### src/rtl/seq_pkg.sv
// Shared state encodings and small helpers for the 1010 serial transmitter and its matcher.
package seq_pkg;

    typedef enum logic [1:0] {
        IDLE  = 2'd0,
        SHIFT = 2'd1,
        DONE  = 2'd2
    } tx_state_t;

    typedef enum logic [1:0] {
        S0   = 2'd0,
        S1   = 2'd1,
        S10  = 2'd2,
        S101 = 2'd3
    } match_state_t;

    localparam logic [7:0] MATCH_CNT_MAX = 8'd255;

    function automatic logic [7:0] sat_inc8(input logic [7:0] v);
        return (v == MATCH_CNT_MAX) ? v : v + 8'd1;
    endfunction

endpackage

### src/rtl/pat_match_1010.sv
// Non-overlapping 1010 Mealy detector; advances only on enabled bits, clr returns it to S0.
module pat_match_1010
    import seq_pkg::*;
(
    input  logic clk,
    input  logic rst,
    input  logic clr,
    input  logic en,
    input  logic x,
    output logic exp_z
);

    match_state_t state_q, state_d;

    always_ff @(posedge clk or posedge rst) begin
        if (rst) begin
            state_q <= S0;
        end else begin
            state_q <= state_d;
        end
    end

    always_comb begin
        state_d = state_q;
        exp_z   = 1'b0;
        if (clr) begin
            state_d = S0;
        end else if (en) begin
            unique case (state_q)
                S0:   state_d = x ? S1 : S0;
                S1:   state_d = x ? S1 : S10;
                S10:  state_d = x ? S101 : S0;
                S101: begin
                    // Completing 0 restarts from S0 so matches never overlap
                    state_d = x ? S1 : S0;
                    exp_z   = !x;
                end
                default: state_d = S0;
            endcase
        end
    end

endmodule

### src/rtl/seq_tx_1010.sv
// Frame serializer: accepts a frame in IDLE, shifts it out MSB-first, pulses done, and counts
// 1010 matches seen on its own output stream.
module seq_tx_1010
    import seq_pkg::*;
#(
    parameter int WIDTH = 16,
    parameter int LW    = 5
) (
    input  logic             clk,
    input  logic             rst,
    input  logic             in_valid,
    output logic             in_ready,
    input  logic [WIDTH-1:0] in_data,
    input  logic [LW-1:0]    in_len,
    output logic             x,
    output logic             x_valid,
    output logic             done,
    output logic             exp_z,
    output logic [7:0]       match_cnt
);

    localparam logic [LW-1:0] WIDTH_L = LW'(WIDTH);
    localparam logic [LW-1:0] CNT_ONE = LW'(1);

    tx_state_t        state_q, state_d;
    logic [WIDTH-1:0] shreg_q, shreg_d;
    logic [LW-1:0]    cnt_q, cnt_d;
    logic [7:0]       match_cnt_q, match_cnt_d;
    logic [LW-1:0]    len_clamped;
    logic             accept;

    assign len_clamped = (in_len > WIDTH_L) ? WIDTH_L : in_len;
    assign in_ready    = (state_q == IDLE);
    assign accept      = in_ready && in_valid;
    assign x_valid     = (state_q == SHIFT);
    assign x           = x_valid && shreg_q[WIDTH-1];
    assign done        = (state_q == DONE);
    assign match_cnt   = match_cnt_q;

    always_ff @(posedge clk or posedge rst) begin
        if (rst) begin
            state_q     <= IDLE;
            shreg_q     <= '0;
            cnt_q       <= '0;
            match_cnt_q <= '0;
        end else begin
            state_q     <= state_d;
            shreg_q     <= shreg_d;
            cnt_q       <= cnt_d;
            match_cnt_q <= match_cnt_d;
        end
    end

    always_comb begin
        state_d = state_q;
        shreg_d = shreg_q;
        cnt_d   = cnt_q;
        unique case (state_q)
            IDLE: begin
                if (accept) begin
                    shreg_d = in_data;
                    cnt_d   = len_clamped;
                    state_d = (len_clamped == '0) ? DONE : SHIFT;
                end
            end
            SHIFT: begin
                shreg_d = {shreg_q[WIDTH-2:0], 1'b0};
                cnt_d   = cnt_q - CNT_ONE;
                if (cnt_q == CNT_ONE) begin
                    state_d = DONE;
                end
            end
            DONE: begin
                state_d = IDLE;
            end
            default: state_d = IDLE;
        endcase
    end

    // Count is cleared on accept and otherwise holds across the idle gap between frames
    always_comb begin
        match_cnt_d = match_cnt_q;
        if (accept) begin
            match_cnt_d = '0;
        end else if (exp_z) begin
            match_cnt_d = sat_inc8(match_cnt_q);
        end
    end

    pat_match_1010 u_match (
        .clk   (clk),
        .rst   (rst),
        .clr   (accept),
        .en    (x_valid),
        .x     (x),
        .exp_z (exp_z)
    );

endmodule
### config.mk
export PLATFORM = sky130hd
export DESIGN_NAME = seq_tx_1010
export DESIGN_NICKNAME = d
export VERILOG_FILES = /design/src/rtl/seq_pkg.sv /design/src/rtl/pat_match_1010.sv /design/src/rtl/seq_tx_1010.sv
export SDC_FILE = /design/constraint.sdc
export NUM_CORES = 1
export LEC_CHECK = 0
export BUFFER_PORTS_ARGS = -buffer_cell sky130_fd_sc_hd__buf_4
export CORE_ASPECT_RATIO = 0.5
export CORE_MARGIN = 10
export CORE_UTILIZATION = 48
export CTS_CLUSTER_DIAMETER = 120
export DETAILED_ROUTE_END_ITERATION = 10
export PLACE_DENSITY = 0.76
export SETUP_SLACK_MARGIN = 0.5
export SYNTH_ARGS = -nofsm -noshare
export SYNTH_HDL_FRONTEND = slang
export SYNTH_SLANG_ARGS = --single-unit
### constraint.sdc
create_clock -name clk -period 1.6 [get_ports clk]
set_clock_uncertainty 0.15 [all_clocks]
set_input_delay 0.32 -clock clk [delete_from_list [all_inputs] [get_ports clk]]
set_output_delay 0.32 -clock clk [all_outputs]
set_load 0.02 [all_outputs]
# Word level (Yosys, flattened, before mapping)
# Index checks and enable logic that the tools add are counted.
# W data, S select, Z words.
# totals
reg_bits	33
output_inout_bits	13
elab_cells	52
# classes
reduce_logical	13
n_eq_ne	10
n_addsub	2
n_mux	21
order_cmp	1
# ops
op	n
$pmux W16 S2	1
$mux W8	3
$mux W16	1
$mux W2	7
$mux W5	2
$pmux W5 S2	1
$add A8 B1 Y8 const B	1
$eq A8 B8 Y1 const B	1
$eq A2 B2 Y1 const B	3
$pmux W2 S3	1
$reduce_and A2 Y1	3
$reduce_bool A2 Y1	3
$eq A5 B1 Y1 const B	1
$gt A5 B5 Y1 const B	1
$logic_not A5 Y1	1
$sub A5 B1 Y5 const B	1
$eq A2 B1 Y1 const B	2
$logic_not A2 Y1	2
$mux W1	4
$ne A2 B1 Y1 const B	2
$pmux W2 S2	1
$logic_and A1 B1 Y1	2
$ne A2 B2 Y1 const B	1
$reduce_or A2 Y1	1
$logic_not A1 Y1	1

# Depth between registers and ports, before layout
# logic_depth
ltp_word	8
ltp_mapped	7
depth_no_buf	5

# Hierarchy
# Synthesis repeated with hierarchy kept, for this count alone.
# unflattened
cells_unflattened	192
hier_area_um2	1844.3
# modules_own_cells
mod	cells_per_inst	area_each_um2	n_inst
seq_tx_1010	181	1720.4	1
pat_match_1010	11	123.9	1

# Least setup slack after synthesis
# OpenSTA, ideal clock, no wires.
# synth_timing
path_kind	register to register
from	register state_q[1]
to	register match_cnt_q[3], in the netlist match_cnt[3]
setup_time_ns	0.078
t_arrival_ns	1.513
path_slack_ns	-0.140
path_stages_with_launch	6
required_time_ns	1.372
path_cell_list	dfrtp_1 nand2b_4 buf_6 or3_4 or3_1 a21oi_1
# synth_via
elab_chain_len	8
word_cells_on_any_way	12
# synth_lines
item	line_no	text
from (decl)	seq_tx_1010.sv:25	tx_state_t state_q, state_d;
from (signal assigned)	seq_tx_1010.sv:47	state_q <= state_d;
$eq A2 B1 Y1	seq_tx_1010.sv:35	assign x_valid = (state_q == SHIFT);
$logic_and A1 B1 Y1	seq_tx_1010.sv:36	assign x = x_valid && shreg_q[WIDTH-1];
$logic_not A1 Y1	pat_match_1010.sv:36	exp_z = !x;
$mux W1	pat_match_1010.sv:29	unique case (state_q)
$mux W1	pat_match_1010.sv:28	end else if (en) begin
$mux W1	pat_match_1010.sv:26	if (clr) begin
$reduce_bool A2 Y1 (no source line)	n/a	
$reduce_and A2 Y1 (no source line)	n/a	
to (signal assigned)	seq_tx_1010.sv:50	match_cnt_q <= match_cnt_d;
to (decl)	seq_tx_1010.sv:28	logic [7:0] match_cnt_q, match_cnt_d;
# Several ways; a longest one is shown, not always the timed one.
# A chain may end at the register's enable or synchronous reset.

# Worst setup path after layout
# layout_timing
from	register u_match.state_q[0]
to	output port exp_z
# layout_via
elab_chain_len	4
# layout_lines
item	line_no	text
from (decl)	pat_match_1010.sv:13	match_state_t state_q, state_d;
from (signal assigned)	pat_match_1010.sv:19	state_q <= state_d;
$eq A2 B2 Y1	pat_match_1010.sv:29	
$mux W1	pat_match_1010.sv:29	
$mux W1	pat_match_1010.sv:28	
$mux W1	pat_match_1010.sv:26	
to (decl)	seq_tx_1010.sv:18	output logic exp_z,
# No other way between the ends.

==> impl_results.html <==
<table>
<tr><th>Metric</th><th>Value</th></tr>
<tr><th colspan="2">Finish</th></tr>
<tr><td>Syn-to-layout area delta</td><td>89.3%</td></tr>
<tr><td>Fraction of final layout cells sized beyond drive strength 1</td><td>0.637</td></tr>
<tr><td>Number of antenna cells inserted</td><td>0</td></tr>
<tr><td>Area taken by flip-flops and latches</td><td>832 um2</td></tr>
<tr><td>Final std cell area, no fill</td><td>3250 um2</td></tr>
<tr><td>Final net count</td><td>299</td></tr>
<tr><td>Final standard cell count with taps included and fillers excluded</td><td>324</td></tr>
<tr><td>Core utilization of the finished layout</td><td>0.945</td></tr>
<tr><td>Area taken by multi-input logic gates</td><td>1200 um2</td></tr>
<tr><td>Fill cell total of the finished layout</td><td>83</td></tr>
<tr><th colspan="2">Critical path</th></tr>
<tr><td>Largest fanout on the critical path</td><td>3</td></tr>
<tr><td>Start-to-end type of the worst setup path</td><td>reg -&gt; out</td></tr>
<tr><td>Register-to-Register Path Depth</td><td>7</td></tr>
<tr><td>Largest delay contributor family on the critical path</td><td>simple AND/OR/NAND/NOR gates</td></tr>
<tr><td>Nature of the critical path endpoint</td><td>output port</td></tr>
<tr><td>Worst path slowest cell</td><td>sky130_fd_sc_hd__dfrtp_1</td></tr>
<tr><td>Slowest stage delay, CP</td><td>0.47 ns</td></tr>
<tr><td>Sort of element at the start of the critical path</td><td>flip-flop</td></tr>
<tr><td>Worst EP required</td><td>1.13 ns</td></tr>
<tr><td>Buffers &amp; Inverters on Critical Path</td><td>2</td></tr>
<tr><td>Crit path arrival time</td><td>1.56 ns</td></tr>
<tr><td>Critical path, cell by cell</td><td>nor4bb_2, buf_4, and2_4, buf_6</td></tr>
<tr><td>Instance count on the critical path</td><td>4</td></tr>
<tr><th colspan="2">Logic synthesis</th></tr>
<tr><td>Number of synthesized flops with an enable pin</td><td>0</td></tr>
<tr><td>Count of distinct cell types in the synthesized netlist</td><td>43</td></tr>
<tr><td>Library cell with the highest instance count after synthesis</td><td>sky130_fd_sc_hd__dfrtp_1</td></tr>
<tr><td>Cell type with the highest aggregate area in the netlist</td><td>sky130_fd_sc_hd__dfrtp_1</td></tr>
<tr><td>Largest cells by area after synthesis</td><td>sky130_fd_sc_hd__dfrtp_1 (48%), sky130_fd_sc_hd__mux2i_1 (9.9%), sky130_fd_sc_hd__o21ai_0 (5.3%)</td></tr>
<tr><td>Synthesis Warnings</td><td>0</td></tr>
<tr><td>Mapped Cells</td><td>177</td></tr>
<tr><td>Seq cells post-synth</td><td>33</td></tr>
<tr><td>Sequential area share after synthesis</td><td>0.481</td></tr>
<tr><td>Syn Nets</td><td>204</td></tr>
<tr><td>Top cells by count, synth</td><td>sky130_fd_sc_hd__dfrtp_1 (33), sky130_fd_sc_hd__nand2_1 (21), sky130_fd_sc_hd__o21ai_0 (18), sky130_fd_sc_hd__mux2i_1 (17), sky130_fd_sc_hd__nor2_1 (11)</td></tr>
<tr><td>Predominant post-synthesis flop cell</td><td>sky130_fd_sc_hd__dfrtp_1</td></tr>
<tr><td>Summed instance area of the synthesized netlist</td><td>1720 um2</td></tr>
<tr><td>Async set-reset flop share out of synthesis</td><td>1.00</td></tr>
<tr><td>Syn avg cell area</td><td>9.69 um2</td></tr>
<tr><td>Share of the synthesized area in the top cell type</td><td>0.481</td></tr>
<tr><th colspan="2">Timing</th></tr>
<tr><td>Post-Route Setup TNS</td><td>-8.20 ns</td></tr>
<tr><td>Final critical path time including I/O delays and setup</td><td>2.03 ns</td></tr>
<tr><td>Actual slew at the worst max-slew pin</td><td>0.470 ns</td></tr>
<tr><td>FMAX</td><td>492 MHz</td></tr>
<tr><td>Final setup violation count</td><td>37</td></tr>
<tr><td>Worst slew margin relative to its limit</td><td>0.686</td></tr>
<tr><td>Max-slew violations</td><td>0</td></tr>
<tr><td>Worst setup margin</td><td>-0.432 ns</td></tr>
<tr><td>RSZ-0062 raised after global routing</td><td>true</td></tr>
<tr><td>Final hold violation count</td><td>0</td></tr>
<tr><td>Part of the cycle the worst path needs</td><td>1.27</td></tr>
<tr><th colspan="2">Floorplanning</th></tr>
<tr><td>Width of the die</td><td>105 um</td></tr>
<tr><td>Starting Density</td><td>0.499</td></tr>
<tr><td>Floorplan die area</td><td>6510 um2</td></tr>
<tr><td>Number of top-level pins</td><td>37</td></tr>
<tr><td>Die Ht</td><td>62.3 um</td></tr>
<tr><td>Core area</td><td>3430 um2</td></tr>
<tr><td>Count of standard-cell rows</td><td>15</td></tr>
<tr><th colspan="2">Drt</th></tr>
<tr><td>Avg WL per Cell</td><td>29.5 um</td></tr>
<tr><td>Per-cell via count in the routed design</td><td>6.88</td></tr>
<tr><td>Final WL</td><td>9570 um</td></tr>
<tr><td>Initial DRT Pass Iterations</td><td>6</td></tr>
<tr><td>Via count of the routed design</td><td>2228</td></tr>
<tr><td>Iter 0 DRT Violations</td><td>218</td></tr>
<tr><td>Drt drc</td><td>0</td></tr>
<tr><td>Detail Route Antenna Nets</td><td>0</td></tr>
<tr><th colspan="2">CTS</th></tr>
<tr><td>Worst-path clk slew</td><td>0.08 ns</td></tr>
<tr><td>Depth of the CTS H-tree</td><td>2</td></tr>
<tr><td>Number of buffers between clock root and the deepest sink</td><td>2</td></tr>
<tr><td>TritonCTS clock tree</td><td>done</td></tr>
<tr><td>CTS sink cnt</td><td>33</td></tr>
<tr><td>CTS buffer count</td><td>5</td></tr>
<tr><td>Clock insertion delay at the later pin of the skew report</td><td>0.32 ns</td></tr>
<tr><td>Library cell used as clock root buffer</td><td>sky130_fd_sc_hd__clkbuf_8</td></tr>
<tr><th colspan="2">Placement</th></tr>
<tr><td>Worst slack, placed</td><td>-0.0389 ns</td></tr>
<tr><td>Detailed-placement wirelength estimate</td><td>3250 um</td></tr>
<tr><td>Standard cell area after detailed placement</td><td>2240 um2</td></tr>
<tr><td>Placed Cells incl. Taps</td><td>279</td></tr>
<tr><td>RePlAce Congestion</td><td>0.935</td></tr>
<tr><td>Count of input and output buffers</td><td>36</td></tr>
<tr><th colspan="2">Run status</th></tr>
<tr><td>Status</td><td>finished, violations left</td></tr>
<tr><td>Failing checks</td><td>negative setup slack</td></tr>
<tr><th colspan="2">Min path</th></tr>
<tr><td>Cells on Worst Hold Path</td><td>3</td></tr>
<tr><td>Type of the worst min-delay path</td><td>in -&gt; reg</td></tr>
<tr><th colspan="2">Flow run</th></tr>
<tr><td>MaxCap Viol Count</td><td>0</td></tr>
<tr><th colspan="2">Global route</th></tr>
<tr><td>Via count of the first global-routing pass</td><td>2075</td></tr>
<tr><td>Global-route congestion overflow total</td><td>0</td></tr>
<tr><td>Maximum number of pins on one net before global-route repair</td><td>34</td></tr>
<tr><td>Global-route wire length before repair</td><td>10600 um</td></tr>
<tr><td>GR Util All Layers</td><td>0.203</td></tr>
<tr><td>Number of antenna violations at the first check in global routing</td><td>1</td></tr>
<tr><th colspan="2">Power</th></tr>
<tr><td>Leakage Power</td><td>1.51 nW</td></tr>
<tr><td>Power density normalized to cell area</td><td>2010 nW/um2</td></tr>
<tr><td>IR drop worst, VDD</td><td>1.33 mV</td></tr>
</table>
-- per-stage QoR --
| step | total power, mW | hold WS, ns |
|---|---|---|
| final | 6.52 | 0.134 |
| after global routing | 6.69 | 0.119 |
| after CTS | 4.91 | 0.111 |
| after detailed placement | 3.15 | 0.225 |
| after global placement | 3.05 | 0.218 |
| after floorplan | 2.56 | 0.104 |
-- path summary, 6_finish.rpt --
path / from / endpoint / slack [ns]
max: u_match.state_q[0] / exp_z / -0.43
min: in_data[7] / shreg_q[7] / 0.13
max reg2reg: u_match.state_q[0] / match_cnt[1] / -0.43
min reg2reg: shreg_q[7] / shreg_q[7] / 0.37
max in group asynchronous: rst / match_cnt[7] / 0.60
min in group asynchronous: rst / shreg_q[14] / 0.50
-- cell families after synthesis --
kind of cell	Yosys count	share of synthesized area
muxes	17	0.0992
buffers and inverters	17	0.0452
DFF	33	0.481
xor gates and xnor gates	1	0.00511
adders and majority gates	3	0.0219
AOI/OAI and AO/OA	45	0.158
and+or+nand+nor	61	0.189
-- area by class of cell --
cell class	instances	share of cell area
Clock buffer	6	0.0224
Clock inverter	2	0.00308
Inverter	9	0.0123
Multi-Input combinational cell	127	0.369
Sequential cell	33	0.256
Tap cell	51	0.0197
Timing Repair Buffer	96	0.317
-- registers in the layout (all words and copies together), names as in the netlist --
| register | count |
|---|---|
| state_q | 2 |
| match_cnt | 8 |
| shreg_q | 16 |
| u_match.state_q | 2 |
| cnt_q | 5 |
-- worst register-to-register path, cell delays in order (launching register included) --
cell                       delay, ns
sky130_fd_sc_hd__dfrtp_1        0.47
sky130_fd_sc_hd__nor4bb_2       0.33
sky130_fd_sc_hd__buf_4          0.19
sky130_fd_sc_hd__buf_4          0.10
sky130_fd_sc_hd__buf_6          0.08
sky130_fd_sc_hd__o211ai_1       0.19
sky130_fd_sc_hd__mux2i_1        0.30
sky130_fd_sc_hd__nor2_1         0.10
-- layer usage --
| layer | routed length, um | GRT usage |
|---|---|---|
| met3 | 1300 | 0.0700 |
| met4 | 911 | 0.147 |
| met2 | 4250 | 0.330 |
| met5 | 0 | 0 |
| met1 | 3110 | 0.219 |
-- cell usage in the layout (no fill, tap or decap), types with 6 or more instances in the layout --
| cell | instances |
|---|---|
| sky130_fd_sc_hd__buf_6 | 35 |
| sky130_fd_sc_hd__buf_4 | 49 |
| sky130_fd_sc_hd__inv_1 | 6 |
| sky130_fd_sc_hd__mux2i_1 | 11 |
| sky130_fd_sc_hd__nor2_1 | 6 |
| sky130_fd_sc_hd__dfrtp_1 | 28 |
| sky130_fd_sc_hd__o21ai_1 | 8 |
| sky130_fd_sc_hd__nand2_4 | 7 |
| sky130_fd_sc_hd__nand2_2 | 7 |
| sky130_fd_sc_hd__nand2_1 | 7 |
| sky130_fd_sc_hd__o21ai_2 | 9 |
-- timing repair --
item,CTS,global route
endpoints found under the setup margin,46,46
hold buffers,1,0
pin swaps,16,27
gates resized for setup,84,59
cloned,4,3
setup buffers,19,10
endpoints found under the hold margin,33,0
-- power breakdown --
group	internal [mW]	switching, mW	leakage, nW
clock	0.302	0.378	0.0450
combinational	2.21	2.06	1.05
sequential	1.16	0.422	0.412
total	3.67	2.85	1.51
Power figures use the tool's default switching activity.
